<file path="src/rtl/pipe_ctrl.sv">
// -----------------------------------------------------------------------------
// pipe_ctrl : pipeline sequencing controller for the 5-stage LEGv8 core.
//
// Generates the PC and pipeline-register write enables and bubble flushes.
// It handles these events:
//   - load-use hazards (one-cycle bubble into ID/EX),
//   - taken branches resolved in MEM (squash IF/ID, ID/EX and EX/MEM),
//   - data-memory wait states (freeze, with a sticky timeout flag),
//   - drain-to-halt on request, and leaving the halt on a resume pulse.
// All outputs are combinational from the current state and inputs.
//
// Optional feature: define PIPE_CTRL_PERF_CNT_EN to build the saturating
// stall_cnt / flush_cnt performance counters. Without the macro, both outputs
// are tied to zero and no counter flops are built.
//
// Ports:
//   clk, reset            rising-edge clock, asynchronous active-high reset
//   id_rn, id_rm          ID-stage source register addresses
//   id_uses_rn/rm         ID instruction actually reads that source
//   ex_memread, ex_rd     EX-stage load flag and destination register
//   mem_branch_taken      CBZ/CBNZ taken, resolved in MEM
//   mem_access            MEM instruction reads or writes data memory
//   dmem_ready            data memory completes the access this cycle
//   halt_req, resume      halt request (level) / leave HALTED (pulse)
//   pc_en, ifid_en        PC and IF/ID write enables
//   pipe_en               ID/EX, EX/MEM, MEM/WB write enable
//   *_flush               load a bubble into that pipeline register
//   halted                controller is in HALTED
//   mem_err               sticky data-memory wait timeout
//   stall_cnt, flush_cnt  performance counters (optional feature)
// -----------------------------------------------------------------------------
module pipe_ctrl #(
   parameter int RA_W      = 5,
   parameter int DRAIN_CYC = 4,
   parameter int MAX_WAIT  = 16,
   parameter int CNT_W     = 32
) (
   input  logic             clk,
   input  logic             reset,
   input  logic [RA_W-1:0]  id_rn,
   input  logic [RA_W-1:0]  id_rm,
   input  logic             id_uses_rn,
   input  logic             id_uses_rm,
   input  logic             ex_memread,
   input  logic [RA_W-1:0]  ex_rd,
   input  logic             mem_branch_taken,
   input  logic             mem_access,
   input  logic             dmem_ready,
   input  logic             halt_req,
   input  logic             resume,
   output logic             pc_en,
   output logic             ifid_en,
   output logic             pipe_en,
   output logic             ifid_flush,
   output logic             idex_flush,
   output logic             exmem_flush,
   output logic             memwb_flush,
   output logic             halted,
   output logic             mem_err,
   output logic [CNT_W-1:0] stall_cnt,
   output logic [CNT_W-1:0] flush_cnt
);

   typedef enum logic [1:0] {
      ST_RUN      = 2'd0,
      ST_MEM_WAIT = 2'd1,
      ST_DRAIN    = 2'd2,
      ST_HALTED   = 2'd3
   } state_t;

   localparam int WAIT_W  = $clog2(MAX_WAIT + 1);
   localparam int DRAIN_W = $clog2(DRAIN_CYC + 1);
   localparam logic [RA_W-1:0]    XZR       = RA_W'(31);
   localparam logic [WAIT_W-1:0]  WAIT_MAX  = WAIT_W'(MAX_WAIT);
   localparam logic [DRAIN_W-1:0] DRAIN_LEN = DRAIN_W'(DRAIN_CYC);

   state_t              state_q, state_d;
   state_t              ret_q, ret_d;
   logic [WAIT_W-1:0]   wait_cnt_q, wait_cnt_d;
   logic [DRAIN_W-1:0]  drain_cnt_q, drain_cnt_d;
   logic                halt_pend_q, halt_pend_d;
   logic                mem_err_q, mem_err_set;
   logic                lu;
   logic                eval_active;  // cycle is evaluated with the run/drain rules
   state_t              eval_st;      // which of RUN/DRAIN the cycle is evaluated as
   logic                stall_inc, flush_inc;

   // Loads into XZR never write the register file, so they cannot cause a hazard.
   assign lu = ex_memread && (ex_rd != XZR) &&
               ((id_uses_rn && (id_rn == ex_rd)) || (id_uses_rm && (id_rm == ex_rd)));

   // NOTE: every signal written here gets a default first, so no path can leave
   // one unassigned and infer a latch.
   always_comb begin
      pc_en       = 1'b1;
      ifid_en     = 1'b1;
      pipe_en     = 1'b1;
      ifid_flush  = 1'b0;
      idex_flush  = 1'b0;
      exmem_flush = 1'b0;
      memwb_flush = 1'b0;
      halted      = 1'b0;
      state_d     = state_q;
      ret_d       = ret_q;
      wait_cnt_d  = wait_cnt_q;
      drain_cnt_d = drain_cnt_q;
      halt_pend_d = halt_pend_q;
      eval_active = 1'b0;
      eval_st     = ST_RUN;
      stall_inc   = 1'b0;
      flush_inc   = 1'b0;

      case (state_q)
         ST_RUN, ST_DRAIN: begin
            if (mem_access && !dmem_ready) begin
               // Memory not ready: freeze everything, send a bubble to WB.
               pc_en       = 1'b0;
               ifid_en     = 1'b0;
               pipe_en     = 1'b0;
               memwb_flush = 1'b1;
               ret_d       = state_q;
               state_d     = ST_MEM_WAIT;
               wait_cnt_d  = WAIT_W'(1);
               stall_inc   = 1'b1;
            end else begin
               eval_active = 1'b1;
               eval_st     = state_q;
            end
         end
         ST_MEM_WAIT: begin
            if (halt_req) halt_pend_d = 1'b1;
            if (!dmem_ready) begin
               pc_en       = 1'b0;
               ifid_en     = 1'b0;
               pipe_en     = 1'b0;
               memwb_flush = 1'b1;
               stall_inc   = 1'b1;
               if (wait_cnt_q != WAIT_MAX) wait_cnt_d = wait_cnt_q + 1'b1;
            end else begin
               // Access completes: this cycle behaves as the state we left.
               eval_active = 1'b1;
               eval_st     = ret_q;
               state_d     = ret_q;
            end
         end
         ST_HALTED: begin
            pc_en   = 1'b0;
            ifid_en = 1'b0;
            pipe_en = 1'b0;
            halted  = 1'b1;
            if (resume) state_d = ST_RUN;
         end
         default: state_d = ST_RUN;
      endcase

      if (eval_active) begin
         if (mem_branch_taken) begin
            // Branch wins over a load-use stall: the stalled instruction is squashed.
            ifid_flush  = 1'b1;
            idex_flush  = 1'b1;
            exmem_flush = 1'b1;
            pc_en       = 1'b1;
            flush_inc   = 1'b1;
         end else if (lu) begin
            pc_en      = 1'b0;
            ifid_en    = 1'b0;
            idex_flush = 1'b1;
            stall_inc  = 1'b1;
         end

         if (eval_st == ST_DRAIN) begin
            // Stop fetching, but still let a taken branch load its target into PC.
            if (!mem_branch_taken) begin
               pc_en      = 1'b0;
               ifid_flush = 1'b1;
            end
            if (drain_cnt_q <= DRAIN_W'(1)) begin
               drain_cnt_d = '0;
               state_d     = ST_HALTED;
            end else begin
               drain_cnt_d = drain_cnt_q - 1'b1;
            end
         end else if ((state_q == ST_RUN) && (halt_req || halt_pend_q)) begin
            state_d     = ST_DRAIN;
            drain_cnt_d = DRAIN_LEN;
            halt_pend_d = 1'b0;
         end
      end

      mem_err_set = (state_d == ST_MEM_WAIT) && (wait_cnt_d == WAIT_MAX);

      // Reset holds the whole pipe in bubbles regardless of state.
      if (reset) begin
         pc_en       = 1'b0;
         ifid_en     = 1'b0;
         pipe_en     = 1'b0;
         ifid_flush  = 1'b1;
         idex_flush  = 1'b1;
         exmem_flush = 1'b1;
         memwb_flush = 1'b1;
         halted      = 1'b0;
      end
   end

   // NOTE: sequential state uses non-blocking assignments so every flop samples
   // the pre-edge values, independent of statement order.
   always_ff @(posedge clk or posedge reset) begin
      if (reset) begin
         state_q     <= ST_RUN;
         ret_q       <= ST_RUN;
         wait_cnt_q  <= '0;
         drain_cnt_q <= '0;
         halt_pend_q <= 1'b0;
         mem_err_q   <= 1'b0;
      end else begin
         state_q     <= state_d;
         ret_q       <= ret_d;
         wait_cnt_q  <= wait_cnt_d;
         drain_cnt_q <= drain_cnt_d;
         halt_pend_q <= halt_pend_d;
         if (mem_err_set) mem_err_q <= 1'b1;
      end
   end

   assign mem_err = mem_err_q;

`ifdef PIPE_CTRL_PERF_CNT_EN
   logic [CNT_W-1:0] stall_cnt_q, flush_cnt_q;

   always_ff @(posedge clk or posedge reset) begin
      if (reset) begin
         stall_cnt_q <= '0;
         flush_cnt_q <= '0;
      end else begin
         if (stall_inc && (stall_cnt_q != '1)) stall_cnt_q <= stall_cnt_q + 1'b1;
         if (flush_inc && (flush_cnt_q != '1)) flush_cnt_q <= flush_cnt_q + 1'b1;
      end
   end

   assign stall_cnt = stall_cnt_q;
   assign flush_cnt = flush_cnt_q;
`else
   logic unused_perf;
   assign unused_perf = stall_inc ^ flush_inc;
   assign stall_cnt   = '0;
   assign flush_cnt   = '0;
`endif

endmodule

</file>
<file path="config.mk">
export PLATFORM = sky130hd
export DESIGN_NAME = pipe_ctrl
export DESIGN_NICKNAME = d
export VERILOG_FILES = /design/src/rtl/pipe_ctrl.sv
export SDC_FILE = /design/constraint.sdc
export NUM_CORES = 1
export LEC_CHECK = 0
export CAP_MARGIN = 20
export CORE_MARGIN = 2
export CORE_UTILIZATION = 40
export DETAILED_ROUTE_END_ITERATION = 8
export PLACE_DENSITY = 0.87
export REMOVE_ABC_BUFFERS = 1
export SETUP_SLACK_MARGIN = 0.15
export SKIP_LAST_GASP = 1
export SYNTH_ARGS = -nofsm -noshare
export SYNTH_HDL_FRONTEND = slang
export SYNTH_SLANG_ARGS = --single-unit
</file>
<file path="constraint.sdc">
create_clock -name clk -period 4.2 [get_ports clk]
set_input_delay 0.63 -clock clk [delete_from_list [all_inputs] [get_ports clk]]
set_output_delay 0.63 -clock clk [all_outputs]
set_load 0.005 [all_outputs]
</file>
======== Word-level counts from Yosys, hierarchy flattened ========
Index checks and enable logic that the tools add are counted.
storage, ports and cells
  logic and storage cells ................. 88
  flip-flop bits (word level) ............. 14
  output and inout port bits .............. 73
cells by class
  add/subtract/negate cells ............... 2
  reduce and logical (&&, ||, !) cells .... 15
  $lt $le $gt $ge ......................... 1
  mux-type cells .......................... 54
  equality and inequality tests ........... 10
operators by type and width
  operator             number
  $mux 1               33
  $mux 2               9
  $mux 5               3
  $eq 5x5->1           2
  $ne 5x5->1 const B   2
  $pmux 5 s2           1
  $mux 3               3
  $logic_and 1x1->1    7
  $eq 2x2->1 const B   3
  $pmux 2 s3           1
  $add 5x1->5 const B  1
  $eq 5x5->1 const B   1
  $eq 2x1->1 const B   2
  $pmux 1 s2           2
  $pmux 2 s2           1
  $reduce_and 2->1     2
  $le 3x1->1 const B   1
  $pmux 1 s3           1
  $sub 3x1->3 const B  1
  $logic_not 2->1      1
  $logic_or 1x1->1     2
  $reduce_bool 2->1    1
  $reduce_or 2->1      1
  $logic_not 1->1      1

======== Depth between registers and ports, before layout ========
Gate-level depths: netlist of the first run.
  depth in word-level cells ............... 10
  gate-level depth with buffers ........... 7
  depth with buffers taken out ............ 7

======== Worst setup path after synthesis of the first run ========
No wires, ideal clock.
  path kind ............................... input -> output
  start ................................... in dmem_ready
  end ..................................... out pc_en
  path buffers ............................ 0
  stages on the path ...................... 5
  setup slack ............................. 2.215 ns
  arrival ................................. 1.355 ns
  cells stage by stage .................... inv_2 a21o_1 a21oi_1 and2_1 a22o_1
between the ends
  cells in the longest elaborated chain, start to end .. 10
  elaborated cells between the ends (all ways) .. 16
  those cells by class .................... 1 x eq/ne; 13 x mux; 2 x reduce/logical
ends and longest elaborated chain
  what                line  source
  start: declaration  48    input logic dmem_ready,
  $logic_not 1->1     --
  $logic_and 1x1->1   115   if (mem_access && !dmem_ready) begin
  $mux 1              115
  $pmux 1 s3          113   case (state_q)
  $mux 1              164   end else if (lu) begin
  $mux 1              157   if (mem_branch_taken) begin
  $mux 1              173   if (!mem_branch_taken) begin
  $mux 1              171   if (eval_st == ST_DRAIN) begin
  $mux 1 *            156   if (eval_active) begin
  $mux 1 *            193   if (reset) begin
  end: declaration    51    output logic pc_en,
Mark *: on every way between the ends. The rest lies on a longest branch, timed or not.

======== Worst setup path in the final report of the first run ========
Same ends and word-level chain as after synthesis.

==> impl_metrics.toml, run 1 <==
[route]
vias = 1175
wl_met2_um = 1500
top_layer = "met4"
wl_met3_um = 338
drc = 0
drt_pass1_iterations = 4
via_per_inst = 4.37
routedWlPerCell_um = 10.7
met1_length_um = 970
wl_um = 2880
drtAntennaViolNets = 0
drtIter0Drc = 45

[global_routing]
grt_max_degree = 15
grt_pass1_vias = 1110
grt_pass1_wl_um = 4780
grt_overflow_total = 0
grt_usage_pct = 14.5
antenna_found_initial = 0

[floorplanning]
pin_count = 98
die_h_um = 66.0
die_area_mm2 = 0.00436
core_area_mm2 = 0.00369
rows = 22
start_util_pct = 41.7
die_w_um = 66.0

[synthesis]
synth_ff_type = "dfrtp_1"
yosysWarnings = 0
synth_edf_count = 0
synth_area_mm2 = 0.00154
yosysTopAreaCellShare_pct = 31.2
synth_cells = 185
synth_cell_type_count = 43
async_flop_share_pct = 100
seq_area_frac_synth_pct = 22.8
synthTopCellsByCount = "buf_4 (64), dfrtp_1 (14), inv_1 (11)"
synth_top_cell_by_area = "buf_4"
ys_top_cells_by_area = "buf_4 (31%), dfrtp_1 (23%), xnor2_1 (5.7%)"
synth_area_per_cell_um2 = 8.32
yosysMostFrequentCell = "buf_4"
ys_ff_latch = 14

[clocking]
cts-root-buf = "clkbuf_8"
cts_tree = "yes"
clk_latency_ps = 250
cts_buffer_depth = 2
clk_pin_slew_ps = 60
postCtsSetupRepairBufs = 0
cts_sinks = 14
htreeDepth = 1
numCtsBuffers = 3
cts-resized-gates = 0
cts_hold_buf = 0

[final_layout]
diodes = 0
fin_util_pct = 47.2
nNetsFinal = 251
layout-drive-gt1-share_pct = 7.24
area_growth_pct = 13.0

[power_and_ir_drop]
leakage_nw = 0.846
power_density_mw_per_mm2 = 411
vdd_drop_max_mv = 0.144

[critical_path]
end_kind = "output pin"
rr_worst_depth = 7
path_delay_family = "buffers and inverters"
critical-path-slowest-cell = "clkdlybuf4s50_1"
start_kind = "primary input"
critical_path_depth = 7
path_buf_inv = 3
cp.required_ps = 3570
worstSetupPathType = "primary input to output pin"
cp.arrival_ps = 2670
slowest_delay_ps = 680
worst_path_most_repeated_cell = "clkdlybuf4s50_1"
critical_path_peak_fanout = 8
path_cells = "clkdlybuf4s50_1, inv_2, a21o_1, a21oi_1, and2_1, a22o_1, clkdlybuf4s50_1"

[timing]
clock.fmax_ghz = 0.303
tns_ps = 0
final_hold_viol_count = 0
period_needed_ps = 3300
fin_skew_ps = 0.874
timing.final.max_slew_violations = 0
min_period_over_period_pct = 78.6
setup_slack_ps = 899
grt_setup_unrepaired = "no"
finalSetupViolCount = 0

[run_status]
status = "complete, no violations"

[min_path]
min_path_type = "flop to flop"
holdPathStages = 2

[placed_design]
gp_congestion = 0.873
port_buffers = 33
dp_slack_ps = 916
hpwl_um = 2480

[flow_run]
maxCapViolations = 0
==> cell usage in the layout, fill, tap and decap left out, types with 5 or more instances in the layout <==
master,n
o21ai_0,5
conb_1,64
xnor2_1,10
inv_1,11
nand3_1,6
nor2_1,5
clkdlybuf4s50_1,33
dfrtp_1,14
nand2_1,9
a21oi_1,6
==> flip-flops by register name, summed over array words and instances, names as in the netlist <==
| name | cells |
|---|---|
| drain_cnt_q | 3 |
| wait_cnt_q | 5 |
| halt_pend_q | 1 |
| state_q | 2 |
| ret_q | 2 |
| mem_err | 1 |
==> cells by family (layout without fill, tap and decap cells) <==
logic type	Yosys count	count (layout)	share of synthesized area, %
buffers and inverters	78	51	35.2
AND/OR/NAND/NOR	46	46	18.2
AO/OA/AOI/OAI	30	30	13.3
flip-flops	14	14	22.8
XOR/XNOR	10	10	5.69
adder cells (fa/ha/maj)	4	4	3.25
multiplexers	2	2	1.38
other	1	64	0.244
==> where the power goes <==
group          total (mW)  internal (mW)  switching [mW]  leakage, nW
sequential          0.237          0.178          0.0588        0.173
clock               0.131         0.0831          0.0477       0.0288
combinational       0.347          0.171           0.176        0.643
==> layout make-up <==
class | instances | area (um2)
repair buffers | 35 | 345
flip-flops and latches | 14 | 350
inverters | 12 | 45.0
multi-input cells | 156 | 883
fillers | 364 | 1950
well taps | 48 | 60.1
clock buffers | 4 | 55.1
==> routing by layer <==
| metal | vias up | GRT usage (%) |
|---|---|---|
| met5 | - | 0 |
| met3 | 7 | 5.11 |
| met4 | 0 | 6.89 |
| met1 | 534 | 15.2 |
| li1 | 561 | - |
| met2 | 73 | 25.6 |
==> per-stage QoR <==
step | total power [mW] | cells | hold slack [ps] | cell area (um2)
2_1_floorplan | 0.457 | 182 | 456 | 1280
3_3_place_gp | 0.570 | 265 | 448 | 1680
3_5_place_dp | 0.586 | 265 | 461 | 1680
4_1_cts | 0.717 | 269 | 474 | 1740
5_1_grt | 0.783 | 269 | 504 | 1740
6_report | 0.714 | 269 | 468 | 1740
==> worst reg2reg max path, cell delays in order (launching register included) <==
cell      delay [ps]
dfrtp_1          450
inv_1             90
ha_1             220
and4bb_1         250
nor3_2           240
nor3b_1          230
o211ai_1         140
o41ai_2          220
==> worst paths after layout <==
check / startpoint / slack [ps] / endpoint
min in group asynchronous: reset / 830 / state_q[1]
min reg2reg: mem_err / 470 / mem_err
max: dmem_ready / 900 / pc_en
max reg2reg: wait_cnt_q[0] / 2260 / mem_err
min: mem_err / 470 / mem_err
max in group asynchronous: reset / 3210 / wait_cnt_q[4]
(Power assumes the default switching activity.)
==> run 2, diff against run 1 <==
Settings changed: CORE_UTILIZATION 40 to 33, PLACE_DENSITY 0.87 to 0.77.
Clock period 4.2 ns to 2.85 ns, I/O delays scaled along.
==> impl_metrics.toml, run 2 (synthesis gave the netlist of run 1 again) <==
[final_layout]
layout_common_cells = "conb_1 (64), clkdlybuf4s50_1 (30), dfrtp_1 (14)"
layout-drive-gt1-share_pct = 8.07
diodes = 0
layout_commonest_cell = "conb_1"
largest_register = "wait_cnt_q"
nNetsFinal = 254
largest_reg_flops = 5
fill_cells = 451
fin_util_pct = 39.9
area_growth_pct = 14.4
largestRegisters = "wait_cnt_q: 5 flops, drain_cnt_q: 3 flops"

[timing]
final_hold_viol_count = 0
clock.fmax_ghz = 0.386
period_needed_ps = 2590
grt_setup_unrepaired = "no"
tns_ps = 0
min_period_over_period_pct = 90.9
fin_skew_ps = 3.76
timing.final.max_slew_violations = 0
finalSetupViolCount = 0

[power_and_ir_drop]
swShare_pct = 39.6
leakage_nw = 0.877
internal-power_uw = 618
power_density_mw_per_mm2 = 581
clkPwrFrac_pct = 15.1
seqPwrFrac_pct = 34.1
vdd_drop_max_mv = 0.242
power_switching_uw = 405
power_mw = 1.02
power_frac_comb_pct = 50.8

[critical_path]
start_kind = "primary input"
worst_path_most_repeated_cell = "clkdlybuf4s50_1"
slowest_delay_ps = 540
rr_worst_depth = 7
cp.arrival_ps = 2160
setup.worst_path.start = "ex_rd[1]"
cp.required_ps = 2420
critical-path-slowest-cell = "clkdlybuf4s50_1"
critical_path_peak_fanout = 3
end_kind = "output pin"
r2r_start = "wait_cnt_q[0]"
worstSetupPathType = "primary input to output pin"
path_cells = "clkdlybuf4s50_1, xnor2_1, nand4_1, o22ai_1, nand3_1, a22o_1, clkdlybuf4s50_1"

[global_routing]
grt_max_degree = 15
grt_overflow_total = 0
grt_usage_pct = 10.7
grt_pass1_wl_um = 4330
antenna_found_initial = 0
grt_pass1_vias = 1021

[route]
drc = 0
wl_um = 2730
via_per_inst = 4.13
vias = 1137
drt_pass1_iterations = 4
routedWlPerCell_um = 9.94
wl_met3_um = 286
wl_met2_um = 1400
drtAntennaViolNets = 0
met1_length_um = 1020
drtIter0Drc = 45
top_layer = "met4"

[floorplanning]
die_w_um = 72.3
rows = 24
die_h_um = 72.3
pin_count = 98
core_area_mm2 = 0.00441
die_area_mm2 = 0.00523
start_util_pct = 34.9

[placed_design]
port_buffers = 33
hpwl_um = 2340
gp_congestion = 0.825

[clocking]
cts_hold_buf = 0
htreeDepth = 1
cts_sinks = 14
clk_pin_slew_ps = 50
cts_buffer_depth = 2
cts-root-buf = "clkbuf_8"
clk_latency_ps = 240
cts_tree = "yes"
numCtsBuffers = 3

[min_path]
hold_start = "mem_err"
min_path_type = "flop to flop"
holdPathStages = 2

[run_status]
status = "complete, no violations"

[flow_run]
maxCapViolations = 0
[run 2: cell count changes in the layout (fill, tap and decap cells not counted)]
cell	previous run	this run
buf_4	2	5
clkdlybuf4s50_1	33	30
dlymetal6s2s_1	0	3
clkbuf_8	4	3
[run 2: power by group through the flow]
| stage | sequential (mW) | combinational [mW] | clock (mW) |
|---|---|---|---|
| after floorplan | 0.330 | 0.344 | 0 |
| after global placement | 0.348 | 0.512 | 0 |
| after detailed placement | 0.350 | 0.520 | 0 |
| after CTS | 0.347 | 0.524 | 0.161 |
| after global routing | 0.360 | 0.594 | 0.172 |
| final | 0.349 | 0.520 | 0.154 |
[run 2: repair_timing]
item / in CTS / in global routing
setup buffers: 0 / 0
gates resized for setup: 0 / 3
endpoints found under the setup margin: 0 / 3
[run 2: critical path, delay by kind of cell]
| kind | cells | cell delay [ps] |
|---|---|---|
| AOI/OAI and AO/OA | 2 | 380 |
| and+or+nand+nor | 2 | 230 |
| xor gates and xnor gates | 1 | 140 |
| buffers and inverters | 2 | 990 |
[run 2: layout make-up]
cell class | count | area, um2 | share of cell area (%)
Multi-Input combinational cell | 156 | 883 | 50.2
Timing Repair Buffer | 38 | 375 | 21.3
Sequential cell | 14 | 350 | 19.9
Tap cell | 52 | 65.1 | 3.70
Inverter | 12 | 45.0 | 2.56
Clock buffer | 3 | 41.3 | 2.35
[run 2: per-layer routing]
| metal | global-route usage (%) | vias up |
|---|---|---|
| met2 | 19.4 | 66 |
| met4 | 5.03 | 0 |
| met3 | 3.33 | 2 |
| met5 | 0 | - |
| li1 | - | 567 |
| met1 | 11.2 | 502 |
[run 2: final timing paths]
check | endpoint | slack, ps
setup / recovery | pc_en | 260
hold / removal | mem_err | 470
setup reg to reg | mem_err | 1010
hold reg to reg | mem_err | 470
max in group asynchronous | wait_cnt_q[0] | 2040
min in group asynchronous | state_q[1] | 640
[run 2: per-stage QoR]
step           setup WS [ps]  std cells  cell area [um2]  hold WS, ps
3_5_place_dp             211        272             1710          465
6_report                 259        275             1760          469
4_1_cts                  204        275             1750          477
5_1_grt                  165        275             1760          506
3_3_place_gp             237        272             1710          455
2_1_floorplan           1160        182             1280          322
==> run 3, diff against run 2 <==
Settings changed: ABC_CLOCK_PERIOD_IN_PS set to 2850, CORE_ASPECT_RATIO set to 1.5.
==> impl_metrics.toml, run 3 (synthesis gave the netlist of run 1 again) <==
[timing]
final_hold_viol_count = 0
period_needed_ps = 2610
clock.fmax_ghz = 0.384
fin_skew_ps = 0.821
grt_setup_unrepaired = "no"
finalSetupViolCount = 0
tns_ps = 0
timing.final.max_slew_violations = 0
min_period_over_period_pct = 91.4

[critical_path]
rr_worst_depth = 7
path_buf_inv = 2
end_kind = "output pin"
path_delay_family = "buffers and inverters"
critical-path-slowest-cell = "clkdlybuf4s50_1"
path_cells = "clkdlybuf4s50_1, xnor2_1, nand4_1, o22ai_1, nand3_1, o21ai_1, clkdlybuf4s50_1"
worst_path_most_repeated_cell = "clkdlybuf4s50_1"
start_kind = "primary input"
cp.required_ps = 2420
critical_path_peak_fanout = 3
cp.arrival_ps = 2180
worstSetupPathType = "primary input to output pin"
slowest_delay_ps = 540
critical_path_depth = 7

[global_routing]
grt_pass1_wl_um = 4710
grt_overflow_total = 0
grt_max_degree = 15
grt_pass1_vias = 1132
grt_usage_pct = 11.7
antenna_found_initial = 0

[final_layout]
finalNonFillerCells = 274
area_growth_pct = 16.3
largest_reg_flops = 5
largestRegisters = "wait_cnt_q: 5 flops, drain_cnt_q: 3 flops"
layout_common_cells = "conb_1 (64), clkdlybuf4s50_1 (31), dfrtp_1 (14)"
nNetsFinal = 256
largest_register = "wait_cnt_q"
layout_commonest_cell = "conb_1"
layout-drive-gt1-share_pct = 9.73
diodes = 0

[route]
vias = 1204
drtIter0Drc = 18
routedWlPerCell_um = 10.9
drtAntennaViolNets = 0
via_per_inst = 4.39
drt_pass1_iterations = 3
drc = 0
wl_um = 2980

[clocking]
cts_buffer_depth = 2
cts_hold_buf = 0
cts_sinks = 14
htreeDepth = 1
clk_latency_ps = 250
cts-root-buf = "clkbuf_8"
cts_tree = "yes"
clk_pin_slew_ps = 60
numCtsBuffers = 3

[power_and_ir_drop]
power_mw = 1.09
vdd_drop_max_mv = 0.290
internal-power_uw = 660
swShare_pct = 39.3
seqPwrFrac_pct = 32.4
power_frac_comb_pct = 49.9
clkPwrFrac_pct = 17.8
power_switching_uw = 427
power_density_mw_per_mm2 = 607
leakage_nw = 0.894

[floorplanning]
die_w_um = 59.8
core_area_mm2 = 0.00450
die_area_mm2 = 0.00524
rows = 30
start_util_pct = 34.2
pin_count = 98
die_h_um = 87.6

[placed_design]
gp_congestion = 0.743
port_buffers = 33
hpwl_um = 2520
dpl.cell_count = 270

[min_path]
holdPathStages = 2
min_path_type = "flop to flop"

[flow_run]
maxCapViolations = 0

[run_status]
status = "complete, no violations"
## run 3: cell count changes in the layout (fill, tap and decap cells not counted)
| cell | delta |
|---|---|
| dlymetal6s2s_1 | -1 |
| o21ai_1 | +1 |
| xnor2_2 | +1 |
| clkbuf_8 | +1 |
| o21ai_0 | -1 |
| buf_4 | +2 |
| xnor2_1 | -1 |
| clkdlybuf4s50_1 | +1 |
## run 3: cell type report
class / instances / area, um2
clock buffer: 4 / 55.1
fill: 462 / 2720
inverter: 12 / 45.0
multi-input combinational: 156 / 891
sequential: 14 / 350
tap: 48 / 60.1
timing repair buffer: 40 / 388
## run 3: what timing repair did
item,4_1_cts,5_1_grt
endpoints found under the setup margin,0,3
setup buffers,0,0
resized for setup,0,4
## run 3: power groups by stage
stage                     logic [mW]  clock network, mW  registers (mW)
after CTS                      0.546              0.197           0.350
final                          0.542              0.193           0.352
after detailed placement       0.541                  0           0.352
after floorplan                0.344                  0           0.330
after global routing           0.614              0.209           0.365
after global placement         0.528                  0           0.350
## run 3: final timing paths
kind,slack (ps),start,endpoint
max,240,ex_rd[1],idex_flush
min,470,mem_err,mem_err
max reg2reg,940,wait_cnt_q[0],mem_err
min reg2reg,470,mem_err,mem_err
max in group asynchronous,2060,reset,ret_q[0]
min in group asynchronous,630,reset,state_q[1]
## run 3: stage by stage
stage	setup WS [ps]	util [%]	instance area [um2]	hold WS, ps
floorplan	1160	-	1280	322
global placement	229	38.2	1720	459
detailed placement	204	38.2	1720	467
CTS	183	39.4	1780	481
global route	164	39.7	1790	514
finish	244	39.7	1790	472
## run 3: layer usage
layer  track usage (%)  vias to the layer above  wire, um
met5                 0                        -         0
met2              23.2                       84      1640
met1              10.6                      544       993
met4              6.46                        0        51
met3              1.77                        4       293
li1                  -                      572         -
## run 3: worst register-to-register path, stage by stage, from the launching register on
cell,delay [ps]
dfrtp_1,430
inv_1,90
ha_1,200
and4bb_1,240
nor3_2,240
nor3b_1,230
o211ai_1,140
o41ai_2,230
